`src/rtl/nibble_serial_logic_ctrl_pkg.sv`:
```
// Shared op and state codes for the nibble-serial logic sequencer.
// Imported by four_bit_logic and nibble_serial_logic_ctrl.
package nibble_serial_logic_ctrl_pkg;

    localparam logic [1:0] OP_NOT = 2'b00;
    localparam logic [1:0] OP_AND = 2'b01;
    localparam logic [1:0] OP_OR  = 2'b10;
    localparam logic [1:0] OP_XOR = 2'b11;

    typedef enum logic [1:0] {
        S_IDLE = 2'b00,
        S_RUN  = 2'b01,
        S_DONE = 2'b10
    } state_t;

    // One latched operation: everything captured when start is accepted.
    typedef struct packed {
        logic [1:0] op;
    } req_t;

endpackage

```
`src/rtl/nibble_serial_logic_ctrl_four_bit_logic.sv`:
```
// Combinational 4-bit logic slice shared across all nibbles of an operand.
// b is don't-care for NOT.
module four_bit_logic
    import nibble_serial_logic_ctrl_pkg::*;
(
    input  logic [3:0] a,
    input  logic [3:0] b,
    input  logic [1:0] op,
    output logic [3:0] out
);

    always_comb begin
        out = 4'h0;
        case (op)
            OP_NOT: out = ~a;
            OP_AND: out = a & b;
            OP_OR:  out = a | b;
            OP_XOR: out = a ^ b;
        endcase
    end

endmodule

```
`src/rtl/nibble_serial_logic_ctrl.sv`:
```
// Nibble-serial 32-bit logic unit: one 4-bit slice, one nibble per clock, LSB first.
// Optional result-is-zero flag enabled by defining ZERO_FLAG_EN.
module nibble_serial_logic_ctrl
    import nibble_serial_logic_ctrl_pkg::*;
#(
    parameter int NIBBLES = 8,
    parameter int CNT_W   = 3
) (
    input  logic                 clk,
    input  logic                 rst_n,
    input  logic                 start,
    input  logic                 abort,
    input  logic [1:0]           op,
    input  logic [4*NIBBLES-1:0] a,
    input  logic [4*NIBBLES-1:0] b,
    output logic [4*NIBBLES-1:0] out,
    output logic                 busy,
    output logic                 done,
    output logic                 zero
);

    localparam logic [CNT_W-1:0] LAST = CNT_W'(NIBBLES - 1);

    state_t                    state;
    logic [CNT_W-1:0]          cnt;
    req_t                      req_q;
    logic [NIBBLES-1:0][3:0]   a_q;
    logic [NIBBLES-1:0][3:0]   b_q;
    logic [NIBBLES-1:0][3:0]   shadow;
    logic [NIBBLES-1:0][3:0]   result;
    logic [3:0]                slice_out;
    logic                      finish;

    four_bit_logic u_slice (
        .a   (a_q[cnt]),
        .b   (b_q[cnt]),
        .op  (req_q.op),
        .out (slice_out)
    );

    // Shadow with the current nibble merged in; this is what lands on out at the final nibble.
    always_comb begin
        result      = shadow;
        result[cnt] = slice_out;
    end

    assign finish = (state == S_RUN) && !abort && (cnt == LAST);

    always_ff @(posedge clk) begin
        if (!rst_n) begin
            state  <= S_IDLE;
            cnt    <= '0;
            req_q  <= '0;
            a_q    <= '0;
            b_q    <= '0;
            shadow <= '0;
            out    <= '0;
            busy   <= 1'b0;
            done   <= 1'b0;
        end else begin
            case (state)
                S_IDLE: begin
                    done <= 1'b0;
                    if (start) begin
                        a_q      <= a;
                        b_q      <= b;
                        req_q.op <= op;
                        shadow   <= '0;
                        cnt      <= '0;
                        busy     <= 1'b1;
                        state    <= S_RUN;
                    end
                end
                S_RUN: begin
                    if (abort) begin
                        busy  <= 1'b0;
                        state <= S_IDLE;
                    end else if (cnt == LAST) begin
                        out   <= result;
                        busy  <= 1'b0;
                        done  <= 1'b1;
                        state <= S_DONE;
                    end else begin
                        shadow[cnt] <= slice_out;
                        cnt         <= cnt + 1'b1;
                    end
                end
                S_DONE: begin
                    done  <= 1'b0;
                    state <= S_IDLE;
                end
                default: begin
                    busy  <= 1'b0;
                    done  <= 1'b0;
                    state <= S_IDLE;
                end
            endcase
        end
    end

`ifdef ZERO_FLAG_EN
    // Updated only alongside out, so it always describes the visible result.
    always_ff @(posedge clk) begin
        if (!rst_n)
            zero <= 1'b0;
        else if (finish)
            zero <= (result == '0);
    end
`else
    assign zero = 1'b0;
`endif

endmodule
```
`config.mk`:
```
export PLATFORM = sky130hd
export DESIGN_NAME = nibble_serial_logic_ctrl
export DESIGN_NICKNAME = d
export VERILOG_FILES = /design/src/rtl/nibble_serial_logic_ctrl_pkg.sv /design/src/rtl/nibble_serial_logic_ctrl_four_bit_logic.sv /design/src/rtl/nibble_serial_logic_ctrl.sv
export SDC_FILE = /design/constraint.sdc
export NUM_CORES = 1
export LEC_CHECK = 0
export CAP_MARGIN = 30
export CORE_UTILIZATION = 40
export CTS_CLUSTER_SIZE = 10
export DETAILED_ROUTE_END_ITERATION = 7
export PLACE_DENSITY = 0.6
export SLEW_MARGIN = 20
export SYNTH_ARGS = -nofsm -noshare
export SYNTH_HDL_FRONTEND = slang
export SYNTH_SLANG_ARGS = --single-unit
```
`constraint.sdc`:
```
create_clock -name clk -period 5.59 [get_ports clk]
set_input_delay 1.118 -clock clk [delete_from_list [all_inputs] [get_ports clk]]
set_output_delay 1.118 -clock clk [all_outputs]
set_load 0.02 [all_outputs]
```
==> run_results.csv <==
group,metric,value,unit
outcome,status,"complete, no violations",
synth,ys_async_sr_fraction,0,
critical_path,crit_buf_inv,1,
critical_path,endpoint_kind,"register",
critical_path,worstPathMaxFanout,25,
sta,setup_tns,0,ns
route,ant_nets,0,
sta,hold_violations,0,
die,initial_core_util,0.4143,
layout,final_nets,892,
die,ioPinCount,105,
synth,synth.distinct_cells,53,
route,via_per_inst,5.347,
synth,syn_area,6369,um2
sta,skew,0.007518,ns
critical_path,path_delay_family,"simple AND/OR/NAND/NOR gates",
job,drv_cap,0,
clocking,cts.repair_timing.setup_buffer_count,0,
layout,area_growth,27.39,%
sta,tightestPinTransition,0.8869,ns
grt,grt_pass1_vias,5401,
synth,synthFlopType,"dfxtp_1",
grt,overflow,0,
route,wl_per_cell,15.87,um
grt,grtUsageMet1,0.2782,
clocking,h-tree-depth,4,
clocking,cts_hold_buf,0,
critical_path,crit_chain,"nor2b_1 > and2_1 > a221oi_1 > ha_1 > nor2b_1 > o32ai_2 > buf_4 > and2_1 > a222oi_1 > nor2b_1",
grt,use_met2,0.3339,
sta,timing.slew.headroom,0.4079,
worst_hold_path,hp-class,"reg -> reg",
power,vdd_drop_max,0.2173,mV
synth,postSynthAreaPerCell,8.571,um2
die,dieHeight,128.2,um
synth,syn-num-nets,823,
clocking,clk_root_buffer_cell,"clkbuf_16",
clocking,cts_sinks,137,
place,dpl_cell_area,7461,um2
critical_path,cpPeakStageDelay,0.90,ns
place,portBuffers,103,
layout,design_area,8113,um2
critical_path,path_class,"reg -> reg",
critical_path,cpMaxStageDelayCell,"dfxtp_1",
synth,syn_inst,743,
die,core_area,15370,um2
clocking,clk_pin_slew,0.06,ns
grt,antenna_found_initial,0,
critical_path,cp_common_cell,"nor2b_1",
clocking,cts_tree,"yes",
die,die_area,16430,um2
power,p_per_area,303.3,nW/um2
route,num_vias,5539,
route,drt_iter0_drc,351,
grt,grt_usage,0.2114,
sta,fin_crit_sh,0.6769,
clocking,insertion_delay,0.43,ns
sta,setup_violations,0,
critical_path,critPathArrivalTime,4.14,ns
layout,post-route-util,0.5278,
route,drt_pass1_iterations,5,
route,drt-total-wl,16440,um
place,gp_congestion,0.7810,
sta,rsz0062_at_grt,"no",
clocking,cts_inserted_buffers,17,
sta,fin_crit,3.784,ns
route,route.detailed.drc,0,
synth,synth_seq_area_share,0.4306,
grt,grt_pass1_wl,26970,um
critical_path,critPathLaunchType,"register",
critical_path,required,5.95,ns
die,dieWidth,128.2,um
layout,drive_gt1_frac,0.08242,
sta,timing.fmax,0.2643,GHz
synth,synth_edf_count,0,
grt,grt.busiest_layer,"met2",
layout,n_antenna_cell,0,
grt,grtUsageMet3,0.05217,
grt,grt_max_degree,76,
synth,yosysWarnings,0,
synth,ys_ff_latch,137,
clocking,ctsResizeCount,0,
place,hpwlAfterDp,10790,um
sta,slew_violations,0,
clocking,clockBufferDepth,2,
power,power_leakage,2.915,nW
die,rows,45,
Yosys cell counts (all sizes together) (4+ instances only):
cell type,number,area [um2]
ha,10,125.1
nor4,11,100.1
buf,15,106.4
nand3,12,60.06
dfxtp,137,2743
mux2i,19,190.2
clkbuf,49,187.7
a32oi,15,131.4
nor2b,37,231.5
nor3,11,66.32
nor3b,7,52.55
and2,5,31.28
nor2,24,90.09
a22oi,11,82.58
nor4b,8,101.4
o21ai,33,165.2
mux2,4,52.55
a21oi,57,285.3
nand2,160,600.6
mux4,7,157.7
a222oi,4,40.04
a21boi,68,510.5
inv,11,41.29
path summary, 6_finish.rpt:
path                                           start                endpoint  slack, ns  cells after the start
worst max register to register   cnt[2]$_SDFFE_PN0P_  shadow[5]$_SDFFE_PN0P_       1.81                     10
worst min register to register  a_q[26]$_SDFFE_PN0P_    a_q[26]$_SDFFE_PN0P_       0.46                      2
worst min-delay path            a_q[26]$_SDFFE_PN0P_    a_q[26]$_SDFFE_PN0P_       0.46                      2
worst max-delay path             cnt[2]$_SDFFE_PN0P_  shadow[5]$_SDFFE_PN0P_       1.81                     10
worst register-to-register path, cell delays in order (launching register included):
cell and delay [ns]:
dfxtp_1 0.90, nor2b_1 0.39, and2_1 0.43, a221oi_1 0.20
ha_1 0.34, nor2b_1 0.05, o32ai_2 0.58, buf_4 0.28
and2_1 0.22, a222oi_1 0.13, nor2b_1 0.19
power breakdown:
part | internal [mW] | switching, mW | total, mW
combinational | 0.105 | 0.124 | 0.229
sequential | 1.01 | 0.0241 | 1.03
clock | 0.783 | 0.415 | 1.20
sequential cells by signal, summed over array words and instances, names as in the netlist:
signal	flops
cnt	3
busy	1
req_q	2
shadow	32
a_q	32
b_q	32
out	32
done	1
state	2
final cells by class:
type                            instances  area, um2
Clock buffer                           26      529.3
Tap cell                              211      264.0
Sequential cell                       137       2746
Inverter                               11      41.29
Clock inverter                          6      107.6
Fill cell                            1408       7258
Multi-Input combinational cell        531       3303
Timing Repair Buffer                  114       1121
layout by cell type (no fill, tap or decap), types with 7 or more instances in the layout:
| master | instances |
|---|---|
| nand3_1 | 12 |
| a21oi_1 | 57 |
| dfxtp_1 | 136 |
| nor2b_1 | 37 |
| clkdlybuf4s50_1 | 102 |
| a32oi_1 | 15 |
| buf_4 | 8 |
| nor3_1 | 10 |
| a21boi_0 | 68 |
| nand2_1 | 160 |
| clkbuf_16 | 17 |
| o21ai_0 | 33 |
| a22oi_1 | 11 |
| mux2i_1 | 19 |
| ha_1 | 10 |
| inv_1 | 11 |
| nor2_1 | 24 |
| clkbuf_8 | 7 |
| mux4_2 | 7 |
kinds of logic (layout without fill, tap and decap cells):
logic type | count (synthesis) | after routing | synth area share
AO/OA/AOI/OAI | 202 | 202 | 0.2100
other | 1 | 1 | 0.0005888
AND/OR/NAND/NOR | 288 | 288 | 0.2236
flip-flops | 137 | 137 | 0.4306
multiplexers | 30 | 30 | 0.06287
adder cells (fa/ha/maj) | 10 | 10 | 0.01965
buffers and inverters | 75 | 157 | 0.05265
through the flow:
stage	instances	hold slack (ns)	power, mW	setup WS (ns)
global placement	1000	0.4548	1.276	1.752
CTS	1034	0.4663	2.477	1.611
global route	1036	0.4848	2.547	1.511
detailed placement	1002	0.4587	1.282	1.658
floorplan	743	0.4393	1.189	2.419
finish	1036	0.4629	2.460	1.806
routing by layer:
layer / share of wire / vias to the layer above
met4: 0.015 / 0
met5: 0 / -
li1: - / 2734
met1: 0.48 / 2616
met3: 0.054 / 28
met2: 0.45 / 161
Note: power is estimated with default switching activity, not from simulation.
